===== src/rtl/jtag_tap_ir.sv =====
// jtag_tap_ir: IEEE 1149.1 TAP controller with instruction register, BYPASS,
// NUM_DR user data-register selects and an optional IDCODE register.
// Optional feature macro: JTAG_TAP_IDCODE_EN (IDCODE register, decode and
// IDCODE as the reset instruction; BYPASS otherwise).
module jtag_tap_ir #(
  parameter int unsigned IR_W       = 4,
  parameter int unsigned NUM_DR     = 4,
  parameter logic [31:0] IDCODE_VAL = 32'h1000_0001
) (
  input  logic              clk,
  input  logic              trst,
  input  logic              tms,
  input  logic              tdi,
  output logic              tdo,
  output logic              tdo_en,
  output logic [3:0]        tstate,
  output logic [IR_W-1:0]   ir_out,
  output logic [NUM_DR-1:0] dr_sel,
  output logic              capture_dr,
  output logic              shift_dr,
  output logic              update_dr,
  input  logic [NUM_DR-1:0] user_tdo
);

  typedef enum logic [3:0] {
    ST_TLR   = 4'd0,
    ST_IDLE  = 4'd1,
    ST_SELDR = 4'd2,
    ST_CAPDR = 4'd3,
    ST_SHDR  = 4'd4,
    ST_EX1DR = 4'd5,
    ST_PDR   = 4'd6,
    ST_EX2DR = 4'd7,
    ST_UPDR  = 4'd8,
    ST_SELIR = 4'd9,
    ST_CAPIR = 4'd10,
    ST_SHIR  = 4'd11,
    ST_EX1IR = 4'd12,
    ST_PIR   = 4'd13,
    ST_EX2IR = 4'd14,
    ST_UPIR  = 4'd15
  } tap_state_e;

  localparam logic [IR_W-1:0] IR_CAPTURE = IR_W'(1);
  localparam logic [IR_W-1:0] IR_BYPASS  = '1;
`ifdef JTAG_TAP_IDCODE_EN
  localparam logic [IR_W-1:0] IR_IDCODE  = IR_W'(1);
  localparam logic [IR_W-1:0] IR_RESET   = IR_IDCODE;
`else
  localparam logic [IR_W-1:0] IR_RESET   = IR_BYPASS;
`endif

  tap_state_e        state_q, state_d;
  logic [IR_W-1:0]   ir_sr_q, ir_sr_d;
  logic [IR_W-1:0]   ir_q, ir_d;
  logic              bypass_q, bypass_d;
  logic              tdo_q, tdo_d;
  logic              tdo_en_q, tdo_en_d;
  logic [IR_W-1:0]   ir_out_c;
  logic [NUM_DR-1:0] dr_sel_c;
  logic              dr_tdo_c;

  // TAP next-state: standard 16-state walk driven by tms
  always_comb begin
    state_d = state_q;
    unique case (state_q)
      ST_TLR:   state_d = tms ? ST_TLR   : ST_IDLE;
      ST_IDLE:  state_d = tms ? ST_SELDR : ST_IDLE;
      ST_SELDR: state_d = tms ? ST_SELIR : ST_CAPDR;
      ST_CAPDR: state_d = tms ? ST_EX1DR : ST_SHDR;
      ST_SHDR:  state_d = tms ? ST_EX1DR : ST_SHDR;
      ST_EX1DR: state_d = tms ? ST_UPDR  : ST_PDR;
      ST_PDR:   state_d = tms ? ST_EX2DR : ST_PDR;
      ST_EX2DR: state_d = tms ? ST_UPDR  : ST_SHDR;
      ST_UPDR:  state_d = tms ? ST_SELDR : ST_IDLE;
      ST_SELIR: state_d = tms ? ST_TLR   : ST_CAPIR;
      ST_CAPIR: state_d = tms ? ST_EX1IR : ST_SHIR;
      ST_SHIR:  state_d = tms ? ST_EX1IR : ST_SHIR;
      ST_EX1IR: state_d = tms ? ST_UPIR  : ST_PIR;
      ST_PIR:   state_d = tms ? ST_EX2IR : ST_PIR;
      ST_EX2IR: state_d = tms ? ST_UPIR  : ST_SHIR;
      ST_UPIR:  state_d = tms ? ST_SELDR : ST_IDLE;
      default:  state_d = ST_TLR;
    endcase
  end

  // IR and BYPASS shift paths, advanced on rising TCK
  always_comb begin
    ir_sr_d  = ir_sr_q;
    bypass_d = bypass_q;
    case (state_q)
      ST_CAPIR: ir_sr_d  = IR_CAPTURE;
      ST_SHIR:  ir_sr_d  = {tdi, ir_sr_q[IR_W-1:1]};
      ST_CAPDR: bypass_d = 1'b0;
      ST_SHDR:  bypass_d = tdi;
      default:  ;
    endcase
  end

  // Rising-edge state: TAP state and shift registers
  always_ff @(posedge clk or negedge trst) begin
    if (!trst) begin
      state_q  <= ST_TLR;
      ir_sr_q  <= IR_CAPTURE;
      bypass_q <= 1'b0;
    end else begin
      state_q  <= state_d;
      ir_sr_q  <= ir_sr_d;
      bypass_q <= bypass_d;
    end
  end

`ifdef JTAG_TAP_IDCODE_EN
  logic [31:0] idcode_q, idcode_d;
  logic        idcode_sel_c;

  // IDCODE shift path; bit 0 is always 1 as 1149.1 requires
  always_comb begin
    idcode_d = idcode_q;
    if (state_q == ST_CAPDR)     idcode_d = {IDCODE_VAL[31:1], 1'b1};
    else if (state_q == ST_SHDR) idcode_d = {tdi, idcode_q[31:1]};
  end

  // IDCODE register
  always_ff @(posedge clk or negedge trst) begin
    if (!trst) idcode_q <= '0;
    else       idcode_q <= idcode_d;
  end

  assign idcode_sel_c = (ir_out_c == IR_IDCODE);
`else
  logic unused_idcode;
  assign unused_idcode = ^IDCODE_VAL;
`endif

  // Active instruction: TLR overrides immediately so the reset instruction
  // appears at the rising edge that enters TLR, not half a cycle later
  assign ir_out_c = (state_q == ST_TLR) ? IR_RESET : ir_q;

  // One-hot user DR decode; unlisted codes fall through to BYPASS
  always_comb begin
    dr_sel_c = '0;
    for (int k = 0; k < int'(NUM_DR); k++) begin
      if (ir_out_c == IR_W'(k + 2)) dr_sel_c[k] = 1'b1;
    end
  end

  // Serial output of the DR currently selected by the instruction
  always_comb begin
    dr_tdo_c = bypass_q;
    if (|dr_sel_c) dr_tdo_c = |(user_tdo & dr_sel_c);
`ifdef JTAG_TAP_IDCODE_EN
    else if (idcode_sel_c) dr_tdo_c = idcode_q[0];
`endif
  end

  // Falling-edge updates: instruction latch and tdo path
  always_comb begin
    ir_d = ir_q;
    if (state_q == ST_UPIR)     ir_d = ir_sr_q;
    else if (state_q == ST_TLR) ir_d = IR_RESET;
    tdo_d = tdo_q;
    if (state_q == ST_SHIR)     tdo_d = ir_sr_q[0];
    else if (state_q == ST_SHDR) tdo_d = dr_tdo_c;
    tdo_en_d = (state_q == ST_SHIR) || (state_q == ST_SHDR);
  end

  // Falling-edge registers
  always_ff @(negedge clk or negedge trst) begin
    if (!trst) begin
      ir_q     <= IR_RESET;
      tdo_q    <= 1'b0;
      tdo_en_q <= 1'b0;
    end else begin
      ir_q     <= ir_d;
      tdo_q    <= tdo_d;
      tdo_en_q <= tdo_en_d;
    end
  end

  assign tstate     = state_q;
  assign ir_out     = ir_out_c;
  assign dr_sel     = dr_sel_c;
  assign tdo        = tdo_q;
  assign tdo_en     = tdo_en_q;
  assign capture_dr = (state_q == ST_CAPDR) && (|dr_sel_c);
  assign shift_dr   = (state_q == ST_SHDR)  && (|dr_sel_c);
  assign update_dr  = (state_q == ST_UPDR)  && (|dr_sel_c);

endmodule


===== config.mk =====
export PLATFORM = sky130hd
export DESIGN_NAME = jtag_tap_ir
export DESIGN_NICKNAME = d
export VERILOG_FILES = /design/src/rtl/jtag_tap_ir.sv
export SDC_FILE = /design/constraint.sdc
export NUM_CORES = 1
export LEC_CHECK = 0
export CAP_MARGIN = 30
export CORE_UTILIZATION = 43
export CTS_CLUSTER_SIZE = 24
export DETAILED_ROUTE_END_ITERATION = 16
export PLACE_DENSITY = 0.74
export SETUP_SLACK_MARGIN = 0.05
export SLEW_MARGIN = 20
export SYNTH_ARGS = -nofsm -noshare
export SYNTH_HDL_FRONTEND = slang
export SYNTH_SLANG_ARGS = --single-unit

===== constraint.sdc =====
create_clock -name clk -period 2 [get_ports clk]
set_clock_uncertainty 0.15 [all_clocks]
set_input_delay 0.6 -clock clk [delete_from_list [all_inputs] [get_ports clk]]
set_output_delay 0.6 -clock clk [all_outputs]
set_load 0.005 [all_outputs]

==> impl_metrics.py, run 1 <==
metrics = {
    "hold_path": {
        "hold_path_class": "register to register",
    },
    "timing": {
        "worstMarginPinSlew_ps": 365,
        "slew_headroom_pct": 75.5,
        "layout_setup_ws_ps": -1310,
        "finalMaxSlewViolations": 0,
        "final-setup-viol-count": 19,
        "hold_viol": 0,
        "rsz0062_at_grt": "yes",
    },
    "layout": {
        "fin_cells": 220,
        "syn_to_final_growth_pct": 95.8,
        "fillers": 71,
        "drive_above_1_share_pct": 57.5,
        "nets": 202,
        "n_antenna_cell": 0,
    },
    "worst_setup_path": {
        "cp_max_fo": 3,
        "timing.rr.end": "tdo",
        "crit_start": "ir_q[1]",
        "reg2reg_slack_ps": -790,
        "cp-endpoint": "dr_sel[3]",
        "arrival_ps": 2560,
        "critPathCaptureType": "primary output",
        "worstSetupStartpointType": "register",
        "critical_path_required_ps": 1250,
        "path_class": "register to primary output",
        "r2r_start": "tstate[0]",
        "r2r_cells": 5,
    },
    "logic_synthesis": {
        "synth_compound_area_share_pct": 20.9,
        "synth_simple_gate_area_share_pct": 29.8,
        "syn-num-nets": 125,
        "syn-cell-area_sq_um": 975,
        "ys_seq_elements": 15,
        "yosysWarnings": 0,
        "ys_types": 39,
        "netlist_instances": 117,
        "ys_top_cells_by_area": "dfrtp_1 (21%), dfstp_2 (13%), nand2_1 (6.5%), dfrtn_1 (5.1%), o21ai_0 (5.1%)",
        "synth_xor_area_share_pct": 1.80,
        "synth.most_common_cell": "nand2_1",
        "synthTopCellsByCount": "nand2_1 (17), nor2_1 (12), o21ai_0 (10), dfrtp_1 (8), a21oi_1 (6)",
        "synth_ff_type": "dfrtp_1",
        "ys_seq_area_share_pct": 39.2,
        "syn_avg_cell_area_sq_um": 8.33,
        "synthAdderAreaFrac_pct": 0,
        "synth_top_area_cell": "dfrtp_1",
        "yosysTopAreaCellShare_pct": 20.5,
        "synthMuxAreaShare_pct": 2.18,
        "synth-edff-count": 0,
        "synth_top_family_by_area": "simple AND/OR/NAND/NOR gates",
        "ys_async_sr_fraction_pct": 100,
    },
    "clock_network": {
        "cts_tree": "yes",
        "clk_path_buf_depth": 2,
        "cts.sink_count": 15,
        "h-tree-depth": 1,
        "cts_buffers": 3,
        "cts_root_buf": "clkbuf_4",
        "hold_buffers": 0,
        "clk_pin_slew_worst_paths_ps": 100,
        "clock_latency_ps": 390,
    },
    "global_route": {
        "grt_pass1_vias": 1110,
        "grt_max_degree": 15,
        "grt_usage_pct": 29.5,
        "overflow": 0,
        "antenna_found_initial": 0,
        "grt_pass1_wl_mm": 5.37,
    },
    "placement": {
        "numPlacedInstances": 188,
        "portBuffers": 24,
        "place_congestion": 0.819,
        "dp_hpwl_mm": 2.13,
        "place_ws_ps": -1200,
    },
    "route": {
        "dr.pass1.iters": 5,
        "via_per_inst": 6.29,
        "drt_iter0_markers": 60,
        "ant_nets": 0,
        "routed_wl_mm": 4.99,
        "drt_drc_violations_left": 0,
        "vias": 1383,
        "wl_per_cell_um": 22.7,
    },
    "status": {
        "violations": "negative setup slack",
        "status": "complete, but fails checks",
    },
    "die": {
        "die_h_um": 49.6,
        "initial_core_util_pct": 47.7,
        "ios": 25,
        "num_rows": 16,
        "fp.dieW_um": 49.6,
        "fp.dieArea_sq_um": 2460,
        "coreArea_sq_um": 2040,
    },
    "pwr": {
        "vdd_ir_drop_max_v": 0.00123,
        "p_leak_nw": 0.923,
        "p_per_area_nw_per_um2": 1460,
    },
    "job": {
        "maxCapViolCount": 0,
    },
}
==> cell families after synthesis <==
| group | after synthesis |
|---|---|
| multiplexers | 2 |
| AO/OA/AOI/OAI | 32 |
| flip-flops | 15 |
| AND/OR/NAND/NOR | 53 |
| XOR/XNOR | 2 |
| buffers and inverters | 13 |
==> critical path, cell delays in order, from the launching register on <==
cell and delay [ps]:
dfstp_2 390, buf_6 120, buf_6 110, buf_6 110, nor2b_4 120, nand2_1 90
nor2_1 110, buf_2 130
==> what timing repair did <==
action | in CTS | in global routing
pin swaps | 9 | 12
resized for setup | 88 | 26
endpoints found under the setup margin | 25 | 21
buffers inserted | 13 | 14
==> cell type report <==
type	count	area (sq um)	area share (%)
repair buffers	77	682	35.7
well taps	27	33.8	1.77
clock inverters	5	45.0	2.36
flip-flops and latches	15	387	20.3
inverters	4	15.0	0.787
multi-input cells	89	723	37.9
clock buffers	3	22.5	1.18
==> registers in the layout, summed over array words and instances, names as in the netlist <==
signal and flops:
tdo_en 1, ir_sr_q 4, ir_q 4, tdo 1
tstate 4, bypass_q 1
==> layout by cell type (no fill, tap or decap), drive strengths merged <==
| cell | instances |
|---|---|
| buf | 68 |
| nand2 | 17 |
| nor2 | 12 |
| o21ai | 12 |
| inv | 8 |
| dfrtp | 8 |
| a21oi | 6 |
| dfstp | 5 |
| nor2b | 4 |
| or2 | 4 |
| a22oi | 4 |
| nor3b | 3 |
| clkbuf | 3 |
| clkdlybuf4s50 | 3 |
| dlygate4sd2 | 3 |
| nor3 | 3 |
| nor4 | 2 |
| nor4b | 2 |
| dlymetal6s2s | 2 |
| dfrtn | 2 |
| nand3 | 2 |
| xnor2 | 2 |
| nand2b | 2 |
| o22ai | 2 |
| a211oi | 1 |
| o31a | 1 |
| o32ai | 1 |
| o221ai | 1 |
| or3 | 1 |
| a221o | 1 |
| o221a | 1 |
| or4b | 1 |
| mux2 | 1 |
| mux2i | 1 |
| a2bb2oi | 1 |
| o31ai | 1 |
| bufinv | 1 |
| clkdlybuf4s15 | 1 |
==> worst min path at each step <==
stage	startpoint	to	slack, ps	cells after the start
finish	ir_sr_q[3]	ir_sr_q[3]	400	2
global placement	ir_sr_q[0]	ir_sr_q[0]	350	2
global route	ir_sr_q[3]	ir_sr_q[3]	410	2
floorplan	trst	bypass_q	150	0
CTS	ir_sr_q[0]	ir_sr_q[0]	380	2
detailed placement	ir_sr_q[3]	ir_sr_q[3]	360	2
==> where the power goes <==
part,internal [mW],switching [mW],leakage [nW]
Clock,0.214,0.157,0.0492
Sequential,0.447,0.155,0.178
Combinational,0.904,0.912,0.696
Total,1.56,1.22,0.923
==> per-layer routing <==
metal | vias to the layer above | track usage, % | wire length, um
met3 | 32 | 4.32 | 435
met4 | 0 | 8.10 | 263
met1 | 678 | 37.6 | 1900
met5 | - | 0 | 0
li1 | 576 | - | -
met2 | 97 | 51.4 | 2380
==> through the flow <==
| stage | cell area [sq um] | hold slack [ps] | utilization (%) | power [mW] | TNS (ps) |
|---|---|---|---|---|---|
| after CTS | 1720 | 377 | 84.0 | 2.31 | -16200 |
| after global routing | 1910 | 411 | 93.4 | 2.89 | -18050 |
| after detailed placement | 1500 | 357 | 73.7 | 1.81 | -17710 |
| after floorplan | 1100 | 154 | - | 1.33 | -8490 |
| final | 1910 | 398 | 93.4 | 2.79 | -17240 |
| after global placement | 1500 | 346 | 73.7 | 1.77 | -17260 |
(Power assumes the default switching activity.)
==> run 2: changes to the inputs <==
CTS_CLUSTER_SIZE = 40   (was 24)
==> results of run 2 <==
Same layout as run 1: the final DEF is identical, and so are final timing and power.
==> run 3: changes to the inputs <==
ABC_CLOCK_PERIOD_IN_PS = 2000   (was default)
GPL_ROUTABILITY_DRIVEN = 0   (was default)
==> results of run 3 <==
Same layout as run 1: the final DEF is identical, and so are final timing and power.
